[config.mk]
export PLATFORM = sky130hd
export DESIGN_NAME = ce_divider_capture_bank
export DESIGN_NICKNAME = d
export VERILOG_FILES = /design/src/rtl/ce_divider_capture_bank.sv
export SDC_FILE = /design/constraint.sdc
export NUM_CORES = 1
export LEC_CHECK = 0
export CORE_MARGIN = 4
export CORE_UTILIZATION = 27
export DETAILED_ROUTE_END_ITERATION = 8
export HOLD_SLACK_MARGIN = 0.02
export PLACE_DENSITY = 0.5
export SLEW_MARGIN = 20
export SYNTH_ARGS = -nofsm -noshare
export SYNTH_HDL_FRONTEND = slang
export SYNTH_SLANG_ARGS = --single-unit
[constraint.sdc]
create_clock -name clk -period 5.12 [get_ports clk]
set_input_delay 1.024 -clock clk [delete_from_list [all_inputs] [get_ports clk]]
set_output_delay 1.024 -clock clk [all_outputs]
set_load 0.1 [all_outputs]
[src/rtl/ce_divider_capture_bank.sv]
// ce_divider_capture_bank: one clock drives NUM_CH clock-enable dividers.
// Each divider has its own runtime divide ratio and phase offset. Each
// enable gates a DEPTH-stage capture chain fed from the shared data_in.
// A lock state machine plays the role of a PLL LOCKED signal. It holds
// captures off for LOCK_CYCLES clocks after reset or after cfg_load.
// Optional feature: define CE_OUT_EN to add ce_out, the registered
// per-channel enable.
module ce_divider_capture_bank #(
    parameter int NUM_CH      = 3,
    parameter int DIV_W       = 4,
    parameter int DEPTH       = 2,
    parameter int LOCK_CYCLES = 16
) (
    input  logic                    clk,
    input  logic                    cpu_reset_n,
    input  logic [NUM_CH*DIV_W-1:0] cfg_div,
    input  logic [NUM_CH*DIV_W-1:0] cfg_phase,
    input  logic                    cfg_load,
    input  logic                    data_in,
    output logic [NUM_CH-1:0]       data_out,
`ifdef CE_OUT_EN
    output logic [NUM_CH-1:0]       ce_out,
`endif
    output logic                    locked
);

    localparam int LCNT_W = (LOCK_CYCLES > 1) ? $clog2(LOCK_CYCLES) : 1;
    localparam logic [LCNT_W-1:0] LCNT_LAST = LCNT_W'(LOCK_CYCLES - 1);

    typedef enum logic [0:0] {
        ST_UNLOCKED = 1'b0,
        ST_LOCKED   = 1'b1
    } lock_state_t;

    lock_state_t       state_r;
    lock_state_t       state_nxt_s;
    logic [LCNT_W-1:0] lock_cnt_r;
    logic [LCNT_W-1:0] lock_cnt_nxt_s;
    logic              locked_r;
    logic              locked_nxt_s;

    logic [DIV_W-1:0]  div_r       [NUM_CH];
    logic [DIV_W-1:0]  phase_r     [NUM_CH];
    logic [DIV_W-1:0]  cnt_r       [NUM_CH];
    logic [DIV_W-1:0]  cnt_nxt_s   [NUM_CH];
    logic [DIV_W-1:0]  div_eff_s   [NUM_CH];
    logic [DIV_W-1:0]  phase_eff_s [NUM_CH];
    logic [DEPTH-1:0]  chain_r     [NUM_CH];
    logic [DEPTH-1:0]  chain_nxt_s [NUM_CH];
    logic [NUM_CH-1:0] ce_s;

`ifdef CE_OUT_EN
    logic [NUM_CH-1:0] ce_out_r;
    assign ce_out = ce_out_r;
`endif

    assign locked = locked_r;

    // Divider compare/wrap, gated enable, chain shift value and sanitised config
    always_comb begin
        for (int i = 0; i < NUM_CH; i++) begin
            ce_s[i] = (cnt_r[i] == phase_r[i]) && locked_r;
            if (cnt_r[i] == (div_r[i] - DIV_W'(1))) begin
                cnt_nxt_s[i] = {DIV_W{1'b0}};
            end else begin
                cnt_nxt_s[i] = cnt_r[i] + DIV_W'(1);
            end
            chain_nxt_s[i] = chain_r[i];
            chain_nxt_s[i][0] = data_in;
            for (int k = 1; k < DEPTH; k++) begin
                chain_nxt_s[i][k] = chain_r[i][k-1];
            end
            if (cfg_div[i*DIV_W +: DIV_W] == {DIV_W{1'b0}}) begin
                div_eff_s[i] = DIV_W'(1);
            end else begin
                div_eff_s[i] = cfg_div[i*DIV_W +: DIV_W];
            end
            if (cfg_phase[i*DIV_W +: DIV_W] >= div_eff_s[i]) begin
                phase_eff_s[i] = div_eff_s[i] - DIV_W'(1);
            end else begin
                phase_eff_s[i] = cfg_phase[i*DIV_W +: DIV_W];
            end
        end
    end

    // Lock FSM next-state: count up while unlocked, cfg_load restarts
    always_comb begin
        state_nxt_s    = state_r;
        lock_cnt_nxt_s = lock_cnt_r;
        case (state_r)
            ST_UNLOCKED: begin
                if (lock_cnt_r == LCNT_LAST) begin
                    state_nxt_s = ST_LOCKED;
                end else begin
                    lock_cnt_nxt_s = lock_cnt_r + LCNT_W'(1);
                end
            end
            ST_LOCKED: begin
                state_nxt_s = ST_LOCKED;
            end
            default: begin
                state_nxt_s    = ST_UNLOCKED;
                lock_cnt_nxt_s = {LCNT_W{1'b0}};
            end
        endcase
        if (cfg_load) begin
            state_nxt_s    = ST_UNLOCKED;
            lock_cnt_nxt_s = {LCNT_W{1'b0}};
        end else begin
            lock_cnt_nxt_s = lock_cnt_nxt_s;
        end
        locked_nxt_s = (state_nxt_s == ST_LOCKED);
    end

    // Lock FSM state, counter and registered locked flag
    always_ff @(posedge clk) begin
        if (!cpu_reset_n) begin
            state_r    <= ST_UNLOCKED;
            lock_cnt_r <= {LCNT_W{1'b0}};
            locked_r   <= 1'b0;
        end else begin
            state_r    <= state_nxt_s;
            lock_cnt_r <= lock_cnt_nxt_s;
            locked_r   <= locked_nxt_s;
        end
    end

    // Config latch, divider counters and capture chains
    always_ff @(posedge clk) begin
        if (!cpu_reset_n) begin
            for (int i = 0; i < NUM_CH; i++) begin
                div_r[i]   <= DIV_W'(1);
                phase_r[i] <= {DIV_W{1'b0}};
                cnt_r[i]   <= {DIV_W{1'b0}};
                chain_r[i] <= {DEPTH{1'b0}};
            end
        end else begin
            for (int i = 0; i < NUM_CH; i++) begin
                // capture uses pre-load state even when a load lands on a ce
                if (ce_s[i]) begin
                    chain_r[i] <= chain_nxt_s[i];
                end
                if (cfg_load) begin
                    div_r[i]   <= div_eff_s[i];
                    phase_r[i] <= phase_eff_s[i];
                    cnt_r[i]   <= {DIV_W{1'b0}};
                end else begin
                    cnt_r[i]   <= cnt_nxt_s[i];
                end
            end
        end
    end

`ifdef CE_OUT_EN
    // Registered copy of each channel enable for observation
    always_ff @(posedge clk) begin
        if (!cpu_reset_n) begin
            ce_out_r <= {NUM_CH{1'b0}};
        end else begin
            ce_out_r <= ce_s;
        end
    end
`endif

    // Last chain stage of each channel drives data_out
    always_comb begin
        for (int i = 0; i < NUM_CH; i++) begin
            data_out[i] = chain_r[i][DEPTH-1];
        end
    end

endmodule

======== Word-level counts from Yosys, hierarchy flattened ========
Memory sizes are Yosys's and may differ from the RTL's.
Cells that the tools add are included.
storage, ports and cells
  bits in registers ....................... 5
  memory bits (writable) .................. 42
  input port bits ......................... 28
  output and inout bits ................... 4
  logic and storage cells ................. 94
  memories kept ........................... 4
operators by class
  add/sub/neg operators ................... 10
  $lt $le $gt $ge ......................... 3
  equal/unequal tests ..................... 7
  multiplexer cells ....................... 42
  bitwise gates (word level) .............. 18
  reduce and logical (&&, ||, !) cells .... 8
memories
  name     words  bits a word  rd ports  clocked after memory_dff  wr ports  line  source
  cnt_r    3      4            3         0                         3         44    logic [DIV_W-1:0] cnt_r [NUM_CH];
  div_r    3      4            3         0                         3         42    logic [DIV_W-1:0] div_r [NUM_CH];
  phase_r  3      4            3         0                         3         43    logic [DIV_W-1:0] phase_r [NUM_CH];
  chain_r  3      2            3         0                         3         48    logic [DEPTH-1:0] chain_r [NUM_CH];
operator list
  cell                   count
  $mux W4                21
  $eq A4 B4 Y1           6
  $sub A4 B1 Y4 const B  6
  $mux W1                17
  $add A4 B1 Y4 const B  4
  $or A1 B1 Y1           15
  $ge A4 B4 Y1           3
  $logic_not A4 Y1       3
  $mux W2                3
  $eq A4 B4 Y1 const B   1
  $logic_and A1 B1 Y1    3
  $not A1 Y1             3
  $pmux W1 S2            1
  $reduce_and A2 Y1      1
  $reduce_or A2 Y1       1

======== Longest topological paths before layout ========
Gate-level depths: netlist (run 1).
  depth in word-level cells ............... 6
  gate-level depth with buffers ........... 8
  mapped depth without buffers ............ 8

======== Worst setup path before layout (run 1) ========
Ideal clock, no wire load.
  kind .................................... input-to-reg
  start ................................... input cfg_div[7]
  end ..................................... memory phase_r[1][3], in the netlist phase_r[0][7] (data pin)
  setup time .............................. 0.147 ns
  data arrival time ....................... 2.557 ns
  data required time ...................... 4.973 ns
  path slack .............................. 2.417 ns
  stages .................................. 8
  path buffers ............................ 0
  path through ............................ inv_1 > a31oi_1 > inv_1 > ha_1 > nor2b_4 > o21a_1 > or4_1 > a21oi_1
RTL lines
  what         line  source
  from (decl)  16    input logic [NUM_CH*DIV_W-1:0] cfg_div,
  to (decl)    43

==> impl_metrics.env, run 1 <==
export IMPL_status="finished, final reports clean"
export IMPL_leakagePower_uw=0.00131
export IMPL_dieArea_um2=12100
export IMPL_postCtsHoldBufs=0
export IMPL_fp_dieH_um=110
export IMPL_worst_slack_ps=1940
export IMPL_irDropWorstVdd_uv=109
export IMPL_io_pin_count=32
export IMPL_final_nets=354
export IMPL_hold_class="flop to flop"
export IMPL_grt_max_degree=26
export IMPL_die_x_um=110
export IMPL_grt_pass1_vias=1852
export IMPL_synth_area_leaders="edfxtp_1 45%, xnor2_1 11%, ha_1 9.8%, inv_1 3.6%, dfxtp_1 3.5%"
export IMPL_clkSinkCount=47
export IMPL_max_slew_margin_pct=35.1
export IMPL_post_synth_top_area_cell="edfxtp_1"
export IMPL_place_ws_ps=1590
export IMPL_synthDistinctLibCells=32
export IMPL_drt_iter0_drc=69
export IMPL_post_route_min_period_ps=3180
export IMPL_num_antenna_cells=0
export IMPL_drtAntennaViolNets=0
export IMPL_grt_usage_pct=8.94
export IMPL_min_period_over_period_pct=62.0
export IMPL_gp_congestion=0.801
export IMPL_core_um2=10200
export IMPL_rsz0062_at_grt="false"
export IMPL_h_tree_depth=2
export IMPL_num_rows=37
export IMPL_area_growth_pct=22.7
export IMPL_cpLargestDelayFamily="compound AO/OA/AOI/OAI gates"
export IMPL_ys_warn_count=0
export IMPL_start_util_pct=27.6
export IMPL_cts_buffers=5
export IMPL_synth_top_area_share_pct=44.7
export IMPL_tns_ps=0
export IMPL_grt_pass1_wl_um=8630
export IMPL_syn_avg_cell_area_um2=11.0
export IMPL_end_kind="flop"
export IMPL_finalNonFillerCells=441
export IMPL_seq_area_frac_synth_pct=48.3
export IMPL_cp_max_fo=5
export IMPL_cp_arrival_ps=3270
export IMPL_report_final_hold_viol_count=0
export IMPL_grt_ovfl_total=0
export IMPL_cts_tree="done"
export IMPL_synth_seq_cells=47
export IMPL_cp_data_required_time_ps=5220
export IMPL_port_buffers=31
export IMPL_power_per_cell_area_nw_per_um2=266
export IMPL_netlist_area_um2=2820
export IMPL_place_area_um2=3340
export IMPL_fin_worst_skew_ps=5.49
export IMPL_drv_cap=0
export IMPL_route_detailed_drc=0
export IMPL_drt_pass1_iterations=6
export IMPL_cts_root_buf="clkbuf_8"
export IMPL_dp_cells=432
export IMPL_tightest_slew_ps=970
export IMPL_cts_resized=0
export IMPL_vias=1922
export IMPL_post_cts_buffers=0
export IMPL_drive_gt1_share_pct=5.57
export IMPL_clk_pin_slew_ps=90
export IMPL_fmax_ghz=0.315
export IMPL_crit_type="primary input to flop"
export IMPL_max_stage_delay_ps=530
export IMPL_clk_insertion_delay_late_ps=290
export IMPL_totalWireLength_um=4950
export IMPL_wire_per_inst_um=11.2
export IMPL_critPathMostFrequentCell="inv_1"
export IMPL_p_total_uw=919
export IMPL_crit_buf_inv=3
export IMPL_critPathSlowestCell="clkdlybuf4s50_1"
export IMPL_grt_antenna_before_repair=0
export IMPL_dp_hpwl_um=3970
export IMPL_path_cells="clkdlybuf4s50_1 -> inv_1 -> a31oi_1 -> inv_1 -> ha_1 -> nor2b_4 -> o21ai_0 -> a21oi_1 -> a311oi_1"
export IMPL_setup_viol=0
export IMPL_drv_slew=0
export IMPL_vias_per_cell=4.36
export IMPL_synthCells=256
export IMPL_design_area_um2=3460
export IMPL_clockBufferDepth=2
export IMPL_start_kind="primary input"
[registers in the layout (all words and copies together), names as in the netlist]
| signal | flops |
|---|---|
| cnt_r | 12 |
| phase_r | 12 |
| div_r | 12 |
| locked | 1 |
| chain_r | 6 |
| lock_cnt_r | 4 |
[where the power goes]
part	internal, uW	leakage [uW]	switching [uW]
logic	89.8	0.000775	96.3
clock network	143	0.0000556	122
registers	447	0.000480	19.7
[kinds of logic (layout without fill, tap and decap cells)]
family | count (synthesis) | count (layout) | share of synthesized area, %
mux | 1 | 1 | 0.355
other cells | 1 | 12 | 0.133
simple gates | 69 | 69 | 15.3
compound gates | 44 | 44 | 9.27
buf+inv | 31 | 69 | 4.17
fa+ha+maj | 22 | 22 | 9.76
xor+xnor | 41 | 41 | 12.7
flops | 47 | 47 | 48.3
[worst paths after layout]
path	startpoint	endpoint	depth (start not counted)	slack [ps]
max	cfg_div[6]	phase_r[0][5]	9	1940
max reg2reg	div_r[0][8]	cnt_r[2][1]	5	3510
min	lock_cnt_r[1]	lock_cnt_r[1]	2	540
min reg2reg	lock_cnt_r[1]	lock_cnt_r[1]	2	540
[metrics by stage]
| step | hold slack, ps | utilization, % |
|---|---|---|
| finish | 537 | 33.8 |
| global route | 571 | 33.8 |
| CTS | 541 | 33.7 |
| detailed placement | 519 | 32.7 |
| global placement | 510 | 32.7 |
| floorplan | 488 | - |
[cell usage in the layout, fill, tap and decap left out, drive strengths merged, types with 3 or more instances in the layout]
master and instances:
a21oi 16, a31oi 3, xnor2 37, dfxtp 5, and3 4, buf 3
nor2b 3, o21ai 13, nor3 19, nor3b 3, o21a 4, ha 22
nor4 3, nand3 10, or4 3, clkdlybuf4s50 31, xor2 4, nand4 4
conb 12, a311oi 6, nor2 13, inv 27, edfxtp 42, clkbuf 5
[routing by layer]
layer  up-vias  track usage (%)  wire length [um]
met5         -                0                 0
met4         0             2.81                71
met3         4             2.04               194
met2        30             14.3              2280
met1       880             12.1              2400
li1       1008                -                 -
[worst reg2reg max path, delay by kind of cell (launching register included)]
kind	cells	cell delay, ps
buffers and inverters	1	60
XOR/XNOR	1	160
flip-flops	1	390
AND/OR/NAND/NOR	2	440
adder cells (fa/ha/maj)	1	290
[synthesized netlist by cell type]
| cell type | n |
|---|---|
| edfxtp_1 | 42 |
| xnor2_1 | 37 |
| inv_1 | 27 |
| ha_1 | 22 |
| nor3_1 | 19 |
| a21oi_1 | 16 |
| nor2_1 | 13 |
| o21ai_0 | 13 |
| nand3_1 | 10 |
| a311oi_1 | 6 |
| dfxtp_1 | 5 |
| and3_1 | 4 |
| nand4_1 | 4 |
| o21a_1 | 4 |
| xor2_1 | 4 |
| a31oi_1 | 3 |
| clkbuf_1 | 3 |
| nor3b_1 | 3 |
| nor4_4 | 3 |
| or4_1 | 3 |
| a21o_1 | 2 |
| nor2b_4 | 2 |
| or2_2 | 2 |
| and2_1 | 1 |
| buf_2 | 1 |
| conb_1 | 1 |
| mux2i_1 | 1 |
| nand2_1 | 1 |
| nand2b_1 | 1 |
| nor2b_1 | 1 |
| nor4bb_1 | 1 |
| or3_1 | 1 |
[layout make-up]
type | count | area (um2)
clock buffer | 5 | 68.8
tap | 136 | 170
fill | 1037 | 6770
timing repair buffer | 34 | 337
clock inverter | 3 | 38.8
sequential | 47 | 1360
multi-input combinational | 189 | 1380
inverter | 27 | 101
Power figures use the tool's default switching activity.
==> run 2: changes to the inputs <==
--- a/config.mk
+++ b/config.mk
@@ -9,7 +9,7 @@
 export CORE_UTILIZATION = 27
 export DETAILED_ROUTE_END_ITERATION = 8
 export HOLD_SLACK_MARGIN = 0.02
-export PLACE_DENSITY = 0.5
+export PLACE_DENSITY = 0.52
 export SLEW_MARGIN = 20
 export SYNTH_ARGS = -nofsm -noshare
 export SYNTH_HDL_FRONTEND = slang
==> constraint.sdc (replaced) <==
create_clock -name clk -period 2.8 [get_ports clk]
set_input_delay 0.56 -clock clk [delete_from_list [all_inputs] [get_ports clk]]
set_output_delay 0.56 -clock clk [all_outputs]
set_load 0.1 [all_outputs]
==> run 2 against run 1 <==
Compared with the run above: die area stayed put; critical path depth stayed put; clock skew is 2.8 ps higher; cell count is 2.7% higher; sequential share of layout area is 0.59 points lower; first-iteration DRC count is 20% lower; power is 74% higher; setup slack worse by 1600 ps; non-clock buffer count is 12 higher; global-route usage is 0.13 points higher; largest power group unchanged.
==> impl_metrics.env, run 2 (synthesized netlist as in run 1, its figures left out) <==
export IMPL_hold_end="chain_r[0][5]"
export IMPL_cts_resized=0
export IMPL_num_rows=37
export IMPL_start_kind="primary input"
export IMPL_multi_input_area_um2=1380
export IMPL_die_x_um=110
export IMPL_n_fill_cell=1030
export IMPL_gp_congestion=0.808
export IMPL_drv_cap=0
export IMPL_drv_slew=0
export IMPL_final_common_cell="edfxtp_1"
export IMPL_cts_root_buf="clkbuf_8"
export IMPL_whs_path_depth=1
export IMPL_post_cts_buffers=0
export IMPL_rsz0062_at_grt="false"
export IMPL_p_total_uw=1600
export IMPL_r2r_end="cnt_r[1][1]"
export IMPL_cp_arrival_ps=2610
export IMPL_drt_pass1_iterations=4
export IMPL_design_area_um2=3510
export IMPL_irDropWorstVdd_uv=160
export IMPL_reg2reg_slack_ps=1190
export IMPL_core_um2=10200
export IMPL_fmax_ghz=0.403
export IMPL_drt_iter0_drc=55
export IMPL_clk_insertion_delay_late_ps=290
export IMPL_cp_max_fo=3
export IMPL_start_util_pct=27.6
export IMPL_route_detailed_drc=0
export IMPL_reg_top3="cnt_r: 12 flops, div_r: 12 flops, phase_r: 12 flops"
export IMPL_port_buffers=31
export IMPL_grt_max_degree=25
export IMPL_power_per_cell_area_nw_per_um2=454
export IMPL_end_kind="flop"
export IMPL_tns_ps=0
export IMPL_vias=1973
export IMPL_min_period_over_period_pct=88.7
export IMPL_totalWireLength_um=5010
export IMPL_grt_ovfl_total=0
export IMPL_final_nets=366
export IMPL_clkSinkCount=47
export IMPL_dp_hpwl_um=4110
export IMPL_grt_pass1_vias=1915
export IMPL_seq_area_um2=1360
export IMPL_tightest_slew_ps=583
export IMPL_crit_type="primary input to flop"
export IMPL_setup_viol=0
export IMPL_fin_worst_skew_ps=8.31
export IMPL_place_area_um2=3430
export IMPL_clk_pin_slew_ps=90
export IMPL_hold_class="flop to flop"
export IMPL_max_slew_margin_pct=61.0
export IMPL_drtAntennaViolNets=0
export IMPL_h_tree_depth=2
export IMPL_cts_tree="done"
export IMPL_cp_data_required_time_ps=2920
export IMPL_postCtsHoldBufs=0
export IMPL_num_antenna_cells=0
export IMPL_status="finished, final reports clean"
export IMPL_dieArea_um2=12100
export IMPL_vias_per_cell=4.36
export IMPL_wire_per_inst_um=11.1
export IMPL_clockBufferDepth=2
export IMPL_grt_usage_pct=9.07
export IMPL_r2r_cells=5
export IMPL_area_growth_pct=24.5
export IMPL_drive_gt1_share_pct=10.1
export IMPL_post_route_min_period_ps=2480
export IMPL_hp_start="chain_r[0][4]"
export IMPL_whs_ps=548
export IMPL_fp_dieH_um=110
export IMPL_io_pin_count=32
export IMPL_cts_buffers=5
export IMPL_grt_pass1_wl_um=8630
export IMPL_final_cell_mix="42 x edfxtp_1, 37 x xnor2_1, 27 x inv_1, 27 x clkdlybuf4s50_1, 22 x ha_1"
export IMPL_leakagePower_uw=0.00136
export IMPL_report_final_hold_viol_count=0
export IMPL_worstReg2RegStart="div_r[0][4]"
export IMPL_finalNonFillerCells=453
export IMPL_dp_cells=445
export IMPL_grt_antenna_before_repair=0
[run 2: how the worst max path moves through the flow]
stage / startpoint / end / depth (start not counted)
5_1_grt: cfg_div[9] / phase_r[0][11] / 9
3_3_place_gp: cfg_div[9] / phase_r[0][11] / 9
4_1_cts: cfg_div[9] / phase_r[0][11] / 9
2_1_floorplan: cfg_div[7] / phase_r[0][7] / 8
6_report: cfg_div[9] / phase_r[0][11] / 9
3_5_place_dp: cfg_div[9] / phase_r[0][11] / 9
[run 2: routing by layer]
layer	wire length [um]	GRT usage (%)	vias to the layer above
li1	-	-	1036
met3	176	1.86	7
met2	2230	14.3	38
met5	0	0	-
met4	82	3.17	0
met1	2520	12.3	892
[run 2: area by class of cell]
| type | instances | area share [%] |
|---|---|---|
| tap | 136 | 4.85 |
| inverter | 27 | 2.89 |
| sequential | 47 | 38.8 |
| multi-input combinational | 189 | 39.4 |
| clock buffer | 5 | 1.96 |
| timing repair buffer | 46 | 11.8 |
| clock inverter | 3 | 0.428 |
[run 2: through the flow]
step | utilization [%] | setup WS, ps
2_1_floorplan | - | 561
3_3_place_gp | 33.5 | 53.4
3_5_place_dp | 33.5 | 22.5
4_1_cts | 34.3 | 331
5_1_grt | 34.3 | 130
6_report | 34.3 | 316
[run 2: report_power, final]
| part | leakage [uW] | internal (uW) | total (uW) | switching [uW] |
|---|---|---|---|---|
| Combinational | 0.000836 | 176 | 354 | 178 |
| Clock | 0.0000392 | 170 | 387 | 217 |
| Sequential | 0.000480 | 818 | 855 | 36.7 |
| Total | 0.00136 | 1160 | 1600 | 432 |
[run 2: critical path: stages]
cell	delay (ps)
clkdlybuf4s50_1	500
inv_1	80
a31oi_1	180
inv_1	70
ha_1	310
nor2b_4	50
o21a_1	180
or4_1	500
a21oi_1	180
==> run 3: changes to the inputs <==
--- a/config.mk
+++ b/config.mk
@@ -7,9 +7,10 @@
 export LEC_CHECK = 0
 export CORE_MARGIN = 4
 export CORE_UTILIZATION = 27
+export CTS_BUF_LIST = sky130_fd_sc_hd__clkbuf_8
 export DETAILED_ROUTE_END_ITERATION = 8
 export HOLD_SLACK_MARGIN = 0.02
-export PLACE_DENSITY = 0.52
+export PLACE_DENSITY = 0.49
 export SLEW_MARGIN = 20
 export SYNTH_ARGS = -nofsm -noshare
 export SYNTH_HDL_FRONTEND = slang
==> run 3 against run 2 <==
Compared with the run above: clock skew grew 1.8 ps; sequential power is essentially flat; die area is the same; cell count grew 0.22%.
==> impl_metrics.env, run 3 (synthesized netlist as in run 1, its figures left out) <==
export IMPL_status="finished, final reports clean"
export IMPL_port_buffers=31
export IMPL_core_um2=10200
export IMPL_crit_type="primary input to flop"
export IMPL_num_antenna_cells=0
export IMPL_fin_worst_skew_ps=10.1
export IMPL_min_period_over_period_pct=89.4
export IMPL_cpLargestDelayFamily="buffers and inverters"
export IMPL_final_common_cell="edfxtp_1"
export IMPL_start_util_pct=27.6
export IMPL_start_kind="primary input"
export IMPL_fp_dieH_um=110
export IMPL_grt_pass1_vias=2032
export IMPL_power_per_cell_area_nw_per_um2=469
export IMPL_irDropWorstVdd_uv=174
export IMPL_setup_viol=0
export IMPL_n_fill_cell=1045
export IMPL_io_pin_count=32
export IMPL_place_ws_ps=-12.3
export IMPL_dp_hpwl_um=4270
export IMPL_cp_max_fo=3
export IMPL_grt_usage_pct=9.75
export IMPL_vias=1993
export IMPL_reg_top3="cnt_r: 12 flops, div_r: 12 flops, phase_r: 12 flops"
export IMPL_postCtsHoldBufs=0
export IMPL_end_kind="flop"
export IMPL_grt_max_degree=25
export IMPL_h_tree_depth=2
export IMPL_die_x_um=110
export IMPL_totalWireLength_um=5280
export IMPL_cts_buffers=5
export IMPL_drtAntennaViolNets=0
export IMPL_grt_pass1_wl_um=9270
export IMPL_grt_ovfl_total=0
export IMPL_clockBufferDepth=2
export IMPL_drt_iter0_drc=77
export IMPL_clkSinkCount=47
export IMPL_post_cts_buffers=0
export IMPL_post_route_min_period_ps=2500
export IMPL_grt_antenna_before_repair=0
export IMPL_clk_pin_slew_ps=80
export IMPL_hold_class="flop to flop"
export IMPL_cts_tree="done"
export IMPL_drv_cap=0
export IMPL_cp_data_required_time_ps=2940
export IMPL_cts_root_buf="clkbuf_8"
export IMPL_final_nets=367
export IMPL_drv_slew=0
export IMPL_gp_congestion=0.821
export IMPL_drt_pass1_iterations=5
export IMPL_drive_gt1_share_pct=11.0
export IMPL_fmax_ghz=0.399
export IMPL_report_final_hold_viol_count=0
export IMPL_path_cells="clkdlybuf4s50_1 -> inv_1 -> a31oi_1 -> inv_1 -> ha_1 -> nor2b_4 -> o21a_1 -> or4_1 -> a21oi_1"
export IMPL_leakagePower_uw=0.00137
export IMPL_max_stage_delay_ps=510
export IMPL_finalCoreUtilization_pct=34.6
export IMPL_crit_buf_inv=3
export IMPL_wire_per_inst_um=11.6
export IMPL_dieArea_um2=12100
export IMPL_reg2reg_slack_ps=1200
export IMPL_cp_arrival_ps=2640
export IMPL_final_cell_mix="42 x edfxtp_1, 37 x xnor2_1, 27 x inv_1, 27 x clkdlybuf4s50_1, 22 x ha_1"
export IMPL_vias_per_cell=4.39
export IMPL_num_rows=37
export IMPL_critPathSlowestCell="or4_1"
export IMPL_worst_slack_ps=295
export IMPL_cts_resized=0
export IMPL_area_growth_pct=25.5
export IMPL_clk_insertion_delay_late_ps=300
export IMPL_route_detailed_drc=0
export IMPL_rsz0062_at_grt="false"
export IMPL_critPathMostFrequentCell="inv_1"
## run 3: cell types whose count changed in the layout (fill, tap and decap cells not counted)
cell      delta
clkbuf_8     +2
clkinv_1     -2
buf_4        +1
## run 3: path summary, 6_finish.rpt
path / cells after the start / from / end
setup / recovery: 9 / cfg_div[5] / phase_r[0][7]
setup reg to reg: 5 / div_r[0][8] / cnt_r[2][1]
hold / removal: 2 / lock_cnt_r[1] / lock_cnt_r[1]
hold reg to reg: 2 / lock_cnt_r[1] / lock_cnt_r[1]
## run 3: routing by layer
layer / global-route usage (%) / wire length, um / vias to the layer above
li1: - / - / 1041
met4: 3.17 / 50 / 0
met3: 2.56 / 212 / 2
met5: 0 / 0 / -
met1: 12.7 / 2580 / 917
met2: 15.7 / 2430 / 33
## run 3: final cells by class
cell class,count,area (um2),area share (%)
clock buffer,7,96.3,2.72
clock inverter,1,7.51,0.212
inverter,27,101,2.86
multi-input combinational,189,1380,39.1
sequential,47,1360,38.5
tap,136,170,4.81
timing repair buffer,47,420,11.9
## run 3: worst reg2reg max path, cell delays in order, from the launching register on
cell,delay (ps)
edfxtp_1,400
inv_1,60
ha_1,300
xnor2_1,160
nor4_4,330
nor3b_1,90
## run 3: per-stage QoR
| step | hold slack (ps) | instance area [um2] | std cells | TNS [ps] | power, uW |
|---|---|---|---|---|---|
| 2_1_floorplan | 488 | 2860 | 267 | 0 | 1110 |
| 3_5_place_dp | 521 | 3440 | 446 | -12.3 | 1240 |
| 6_report | 536 | 3540 | 454 | 0 | 1660 |
| 4_1_cts | 546 | 3540 | 454 | 0 | 1690 |
| 3_3_place_gp | 510 | 3440 | 446 | -6.31 | 1230 |
| 5_1_grt | 559 | 3540 | 454 | 0 | 1760 |
## run 3: where the power goes
group          total, uW  leakage [uW]  internal (uW)  switching [uW]
logic                359      0.000840            178             181
registers            855      0.000480            818            37.0
clock network        447     0.0000505            225             223
